[src/rtl/pool_fifo_multi_if.sv]
// Handshake and buffer-status bundle between the conv-stage producer, the pooling FIFO
// and the downstream serializer.
interface pool_fifo_multi_if #(
  parameter int unsigned DATA_W = 18,
  parameter int unsigned CH     = 4,
  parameter int unsigned DEPTH  = 32
);
  localparam int unsigned AW = $clog2(DEPTH);

  logic                   clr;
  logic                   mode;
  logic                   in_valid;
  logic                   in_ready;
  logic [CH*4*DATA_W-1:0] din;
  logic                   rd_en;
  logic [CH*DATA_W-1:0]   dout;
  logic                   dout_valid;
  logic [AW:0]            count;
  logic                   empty;
  logic                   full;
  logic                   overflow;
  logic                   underflow;

  modport master (
    output clr, mode, in_valid, din, rd_en,
    input  in_ready, dout, dout_valid, count, empty, full, overflow, underflow
  );

  modport slave (
    input  clr, mode, in_valid, din, rd_en,
    output in_ready, dout, dout_valid, count, empty, full, overflow, underflow
  );
endinterface

[src/rtl/pool_fifo_multi.sv]
// 2x2 max/average pooling over CH channels with optional ReLU, feeding a circular buffer
// drained by rd_en. Two-stage reduce pipeline; in-flight beats reserve buffer space.
module pool_fifo_multi #(
  parameter int unsigned DATA_W = 18,
  parameter int unsigned CH     = 4,
  parameter int unsigned DEPTH  = 32,
  parameter int unsigned RELU   = 0
) (
  input  logic              clk,
  input  logic              rst_n,
  pool_fifo_multi_if.slave  bus
);
  localparam int unsigned AW = $clog2(DEPTH);
  localparam int unsigned CW = AW + 1;
  localparam int unsigned OW = AW + 2;
  localparam int unsigned WW = CH * DATA_W;

  // Pairwise stage result: DATA_W+1 bits holds either a pair sum or a sign-extended max.
  function automatic logic signed [DATA_W:0] reduce_pair(
    input logic md, input logic signed [DATA_W-1:0] a, input logic signed [DATA_W-1:0] b);
    logic signed [DATA_W:0] ae, be;
    ae = {a[DATA_W-1], a};
    be = {b[DATA_W-1], b};
    if (md) reduce_pair = ae + be;
    else    reduce_pair = (be > ae) ? be : ae;
  endfunction

  function automatic logic [DATA_W-1:0] reduce_final(
    input logic md, input logic signed [DATA_W:0] a, input logic signed [DATA_W:0] b);
    logic signed [DATA_W+1:0] sum;
    logic signed [DATA_W+1:0] avg;
    logic        [DATA_W-1:0] r;
    sum = {a[DATA_W], a} + {b[DATA_W], b};
    avg = sum >>> 2;
    if (md) r = avg[DATA_W-1:0];
    else    r = (b > a) ? b[DATA_W-1:0] : a[DATA_W-1:0];
    if ((RELU != 0) && r[DATA_W-1]) r = '0;
    reduce_final = r;
  endfunction

  logic [CH-1:0][DATA_W:0]   s1_a_q, s1_a_d, s1_b_q, s1_b_d;
  logic                      s1_valid_q, s1_valid_d, s1_mode_q, s1_mode_d;
  logic                      s2_valid_q, s2_valid_d;
  logic [CH-1:0][DATA_W-1:0] s2_data_q, s2_data_d;
  logic [AW-1:0]             wr_ptr_q, wr_ptr_d, rd_ptr_q, rd_ptr_d;
  logic [CW-1:0]             count_q, count_d;
  logic [WW-1:0]             dout_q, dout_d;
  logic                      dout_valid_q, dout_valid_d;
  logic                      in_ready_q, in_ready_d;
  logic                      empty_q, empty_d, full_q, full_d;
  logic                      overflow_q, overflow_d, underflow_q, underflow_d;
  logic                      accept, commit, pop;
  logic [OW-1:0]             occ;
  logic [WW-1:0]             mem_q [DEPTH];

  always_comb begin
    s1_valid_d   = 1'b0;
    s1_mode_d    = s1_mode_q;
    s1_a_d       = s1_a_q;
    s1_b_d       = s1_b_q;
    s2_valid_d   = 1'b0;
    s2_data_d    = s2_data_q;
    wr_ptr_d     = wr_ptr_q;
    rd_ptr_d     = rd_ptr_q;
    count_d      = count_q;
    dout_d       = dout_q;
    dout_valid_d = 1'b0;
    overflow_d   = overflow_q;
    underflow_d  = underflow_q;
    accept       = 1'b0;
    commit       = 1'b0;
    pop          = 1'b0;

    if (bus.clr) begin
      wr_ptr_d    = '0;
      rd_ptr_d    = '0;
      count_d     = '0;
      overflow_d  = 1'b0;
      underflow_d = 1'b0;
    end else begin
      accept = bus.in_valid & in_ready_q;
      commit = s2_valid_q;
      pop    = bus.rd_en & (count_q != '0);
      if (bus.in_valid & ~in_ready_q)   overflow_d  = 1'b1;
      if (bus.rd_en & (count_q == '0)) underflow_d = 1'b1;

      s1_valid_d = accept;
      if (accept) begin
        s1_mode_d = bus.mode;
        for (int c = 0; c < int'(CH); c++) begin
          s1_a_d[c] = reduce_pair(bus.mode, bus.din[(4*c+0)*DATA_W +: DATA_W],
                                            bus.din[(4*c+1)*DATA_W +: DATA_W]);
          s1_b_d[c] = reduce_pair(bus.mode, bus.din[(4*c+2)*DATA_W +: DATA_W],
                                            bus.din[(4*c+3)*DATA_W +: DATA_W]);
        end
      end

      s2_valid_d = s1_valid_q;
      if (s1_valid_q) begin
        for (int c = 0; c < int'(CH); c++) begin
          s2_data_d[c] = reduce_final(s1_mode_q, s1_a_q[c], s1_b_q[c]);
        end
      end

      if (commit) wr_ptr_d = wr_ptr_q + AW'(1);
      if (pop) begin
        rd_ptr_d = rd_ptr_q + AW'(1);
        dout_d   = mem_q[rd_ptr_q];
      end
      dout_valid_d = pop;
      count_d      = count_q + CW'(commit) - CW'(pop);
    end

    // Status flags are registered from next-state so they track count exactly.
    occ        = OW'(count_d) + OW'(s1_valid_d) + OW'(s2_valid_d);
    in_ready_d = occ < OW'(DEPTH);
    empty_d    = count_d == '0;
    full_d     = count_d == CW'(DEPTH);
  end

  always_ff @(posedge clk or negedge rst_n) begin
    if (!rst_n) begin
      s1_valid_q   <= 1'b0;
      s1_mode_q    <= 1'b0;
      s1_a_q       <= '0;
      s1_b_q       <= '0;
      s2_valid_q   <= 1'b0;
      s2_data_q    <= '0;
      wr_ptr_q     <= '0;
      rd_ptr_q     <= '0;
      count_q      <= '0;
      dout_q       <= '0;
      dout_valid_q <= 1'b0;
      in_ready_q   <= 1'b1;
      empty_q      <= 1'b1;
      full_q       <= 1'b0;
      overflow_q   <= 1'b0;
      underflow_q  <= 1'b0;
    end else begin
      s1_valid_q   <= s1_valid_d;
      s1_mode_q    <= s1_mode_d;
      s1_a_q       <= s1_a_d;
      s1_b_q       <= s1_b_d;
      s2_valid_q   <= s2_valid_d;
      s2_data_q    <= s2_data_d;
      wr_ptr_q     <= wr_ptr_d;
      rd_ptr_q     <= rd_ptr_d;
      count_q      <= count_d;
      dout_q       <= dout_d;
      dout_valid_q <= dout_valid_d;
      in_ready_q   <= in_ready_d;
      empty_q      <= empty_d;
      full_q       <= full_d;
      overflow_q   <= overflow_d;
      underflow_q  <= underflow_d;
    end
  end

  // Storage array carries no reset; count and pointers define which entries are live.
  always_ff @(posedge clk) begin
    if (commit) mem_q[wr_ptr_q] <= s2_data_q;
  end

  assign bus.in_ready   = in_ready_q;
  assign bus.dout       = dout_q;
  assign bus.dout_valid = dout_valid_q;
  assign bus.count      = count_q;
  assign bus.empty      = empty_q;
  assign bus.full       = full_q;
  assign bus.overflow   = overflow_q;
  assign bus.underflow  = underflow_q;
endmodule

[src/flat_wrapper.sv]
// flat-port wrapper written by rule: the top's interface ports become plain ports
module pool_fifo_multi_flat 
#(
  parameter int unsigned DATA_W = 18,
  parameter int unsigned CH     = 4,
  parameter int unsigned DEPTH  = 32,
  parameter int unsigned RELU   = 0
)
  (clk, rst_n, bus_clr, bus_mode, bus_in_valid, bus_din, bus_rd_en, bus_in_ready, bus_dout, bus_dout_valid, bus_count, bus_empty, bus_full, bus_overflow, bus_underflow);
  pool_fifo_multi_if #(.DATA_W(DATA_W), .CH(CH), .DEPTH(DEPTH)) bus_i ();
  input  logic clk;
  input  logic rst_n;
  input wire logic [$bits(bus_i.clr)-1:0] bus_clr;
  input wire logic [$bits(bus_i.mode)-1:0] bus_mode;
  input wire logic [$bits(bus_i.in_valid)-1:0] bus_in_valid;
  input wire logic [$bits(bus_i.din)-1:0] bus_din;
  input wire logic [$bits(bus_i.rd_en)-1:0] bus_rd_en;
  output wire logic [$bits(bus_i.in_ready)-1:0] bus_in_ready;
  output wire logic [$bits(bus_i.dout)-1:0] bus_dout;
  output wire logic [$bits(bus_i.dout_valid)-1:0] bus_dout_valid;
  output wire logic [$bits(bus_i.count)-1:0] bus_count;
  output wire logic [$bits(bus_i.empty)-1:0] bus_empty;
  output wire logic [$bits(bus_i.full)-1:0] bus_full;
  output wire logic [$bits(bus_i.overflow)-1:0] bus_overflow;
  output wire logic [$bits(bus_i.underflow)-1:0] bus_underflow;
  assign bus_i.clr = bus_clr;
  assign bus_i.mode = bus_mode;
  assign bus_i.in_valid = bus_in_valid;
  assign bus_i.din = bus_din;
  assign bus_i.rd_en = bus_rd_en;
  assign bus_in_ready = bus_i.in_ready;
  assign bus_dout = bus_i.dout;
  assign bus_dout_valid = bus_i.dout_valid;
  assign bus_count = bus_i.count;
  assign bus_empty = bus_i.empty;
  assign bus_full = bus_i.full;
  assign bus_overflow = bus_i.overflow;
  assign bus_underflow = bus_i.underflow;
  pool_fifo_multi #(.DATA_W(DATA_W), .CH(CH), .DEPTH(DEPTH), .RELU(RELU)) u_core (.clk(clk), .rst_n(rst_n), .bus(bus_i));
endmodule
[config.mk]
export PLATFORM = sky130hd
export DESIGN_NAME = pool_fifo_multi_flat
export DESIGN_NICKNAME = d
export VERILOG_FILES = /design/src/rtl/pool_fifo_multi_if.sv /design/src/rtl/pool_fifo_multi.sv /design/src/flat_wrapper.sv
export SDC_FILE = /design/constraint.sdc
export NUM_CORES = 2
export LEC_CHECK = 0
export ABC_CLOCK_PERIOD_IN_PS = 5800
export BUFFER_PORTS_ARGS = -buffer_cell sky130_fd_sc_hd__buf_2
export CORE_ASPECT_RATIO = 1.5
export CORE_MARGIN = 3
export CORE_UTILIZATION = 35
export CTS_CLUSTER_SIZE = 28
export DETAILED_ROUTE_END_ITERATION = 6
export GPL_TIMING_DRIVEN = 0
export PLACE_DENSITY_LB_ADDON = 0.2
export SYNTH_ARGS = -nofsm -noshare
export SYNTH_HDL_FRONTEND = slang
export SYNTH_SLANG_ARGS = --single-unit
[constraint.sdc]
create_clock -name clk -period 5.8 [get_ports clk]
set_input_delay 0.29 -clock clk [delete_from_list [all_inputs] [get_ports clk]]
set_output_delay 0.29 -clock clk [all_outputs]
set_load 0.01 [all_outputs]
==> results.ini <==
[final_layout]
fin_area_um2=138900
final_common_cell=edfxtp_1
drive_gt1_frac=0.2133
nNetsFinal=8866
fin_util=0.4152
layout_common_cells=2304 x edfxtp_1, 720 x mux4_2, 453 x ha_1
n_fill_cell=30540
fin_cells=12780
area_growth_pct=17.96

[die]
die_h_um=716.3
io_pins=378
rows=260
die_area_um2=343500
chipWidth_um=479.5
placeableCoreArea_um2=334400
initial_core_util=0.3520

[yosys]
ys_types=96
async_flop_share=0.1223
synth_edf_count=2304
avgSynthCellArea_um2=16.65
synthSimpleGateAreaFrac=0.04010
synth_area_um2=117700
synthXorXnorAreaFrac=0.01399
ys.flop_type=edfxtp_1
synth_top_family_by_area=multiplexers
syn_inst=7069
synthMuxAreaShare=0.1574
synth_nets=7825
ys_seq_area_frac=0.6560
synth_adder_area_share=0.04968
ys_seq_elements=2625
synth_compound_area_frac=0.05868
yosys_warnings=0

[routing]
antenna_left=0
drt_iter0_drc=5668
avgRoutedWirePerCell_um=28.86
vias=68570
first_pass_iters=7
drt_wl_total_um=368700
drc=0
routed_via_density=5.367

[setup_path]
worstSetupStartpointType=register
reg2reg_slack_ps=720
cp-end-kind=register
critPathMaxFanout=10
critPathArrivalTime_ps=5820
slowest_delay_ps=1180
cp.required_ps=6550
critPathKind=reg -> reg
cp_cell_sequence=nand2_1 > or2_2 > clkbuf_1 > nor2_1 > clkbuf_1 > clkbuf_1 > a22oi_1 > o21ai_0
crit_slowest_cell=nor2_1
crit_path_frequent_cell=clkbuf_1

[hold_path]
hold_path.class=in -> reg

[global_route]
grt_pass1_vias=71480
grtUsageTotal=0.2112
overflow=0
antenna_found_initial=30
grt_first_pass_wirelength_um=521800
grt_start_max_net_pins=102

[clock_tree]
clock-sinks=2625
post_cts_resized=0
root_buffer=clkbuf_16
cts_tree=built
clock_latency_ps=910
clk_path_buf_depth=4
numCtsBuffers=238
htreeDepth=4
clk_pin_slew_ps=70

[timing]
setup_slack_ps=722.0
fmax_mhz=196.9
fin_crit_sh=0.8755
finalHoldViolCount=0
clock_skew_ps=70.30
rsz0062_at_grt=no
finalSetupViolCount=0
worstMarginPinSlew_ps=1482
hold_slack_ps=76.36
relSlewSlack=0.01226
fin_crit_ps=5078
slew_viol_final=0
finalSetupTns_ps=0

[power]
leakagePower_nw=47.88
p_total_mw=57.83
powerDensity_nw_per_um2=416.4
irDropWorstVdd_mv=0.2895

[run]
drv_cap=0

[placed_design]
post-place-ws_ps=791.2
dp.cells=12030
port_buffers=377
gp_congestion=0.8925
post_dp_cell_area_um2=128200
dp_hpwl_um=267400

[run_status]
status=completed

==> metal layers <==
layer / global-route usage / wire, um
met1: 0.2472 / 137500
met2: 0.3895 / 195700
met3: 0.02452 / 17950
met4: 0.08925 / 17480
met5: 0 / 34
==> worst paths after layout <==
check / startpoint / endpoint / depth (start not counted)
min in group asynchronous: rst_n / u_core.bus.dout[46]$_DFFE_PN0P_ / 4
max: u_core.bus.in_ready$_DFF_PN1_ / u_core.s1_a_q[5]$_DFFE_PN0P_ / 8
max reg2reg: u_core.bus.in_ready$_DFF_PN1_ / u_core.s1_a_q[5]$_DFFE_PN0P_ / 8
min reg2reg: u_core.bus.underflow$_DFFE_PN0P_ / u_core.bus.underflow$_DFFE_PN0P_ / 2
min: bus_din[229] / u_core.s1_a_q[70]$_DFFE_PN0P_ / 3
max in group asynchronous: rst_n / u_core.bus.dout[24]$_DFFE_PN0P_ / 6
==> worst max-delay path: cells and delay by family (launching register included) <==
kind                   cells  cell delay, ps
and+or+nand+nor            3            1540
buffers and inverters      3            2440
AOI/OAI and AO/OA          2             320
DFF                        1             590
==> flip-flops by register name, indices dropped and copies added, names as in the netlist <==
name	count
u_core.bus.count	6
u_core.bus.dout	72
u_core.bus.dout_valid	1
u_core.bus.empty	1
u_core.bus.full	1
u_core.bus.in_ready	1
u_core.bus.overflow	1
u_core.bus.underflow	1
u_core.mem_q	2304
u_core.rd_ptr_q	5
u_core.s1_a_q	76
u_core.s1_b_q	76
u_core.s1_mode_q	1
u_core.s1_valid_q	1
u_core.s2_data_q	72
u_core.s2_valid_q	1
u_core.wr_ptr_q	5
==> Yosys cell counts (51+ instances only) <==
master    count  area, um2
edfxtp_1   2304      69190
mux4_2      720      16220
ha_1        453       5668
a21oi_1     399       1997
nor2_1      390       1464
inv_1       383       1438
dfrtp_1     319       7983
nand2_1     277       1040
clkbuf_1    237      889.6
o21ai_0     210       1051
mux2i_1     190       1902
xnor2_1     131       1147
nor3_1       72      360.4
buf_2        67      335.3
xor2_1       57      499.2
o21bai_1     55      412.9
o21ai_1      51      255.2
o221ai_1     51      446.7
==> timing repair <==
item | CTS | global route
setup buffers | 0 | 0
hold buffers | 294 | 0
endpoints found under the hold margin | 273 | 0
==> cells by family after synthesis <==
kind of cell / count (synthesis)
adders and majority gates: 462
xor gates and xnor gates: 188
buffers and inverters: 725
and+or+nand+nor: 1031
muxes: 945
DFF: 2625
AOI/OAI and AO/OA: 1093
==> report_power, final <==
part / total (mW) / internal [mW] / switching, mW
clock: 15.8 / 8.71 / 7.09
sequential: 27.0 / 23.8 / 3.25
combinational: 15.0 / 6.54 / 8.44
==> layout make-up <==
type                    count  area, um2  area share
flip-flops and latches   2625      77220      0.5561
well taps                4454       5573     0.04013
repair buffers            801       7622     0.05489
diodes                     13      32.53   0.0002343
clock inverters           136       1304    0.009389
inverters                 386       1449     0.01043
clock buffers             302       6339     0.04565
multi-input cells        3719      37900      0.2729
plain buffers             339       1418     0.01021
(Power assumes the default switching activity.)
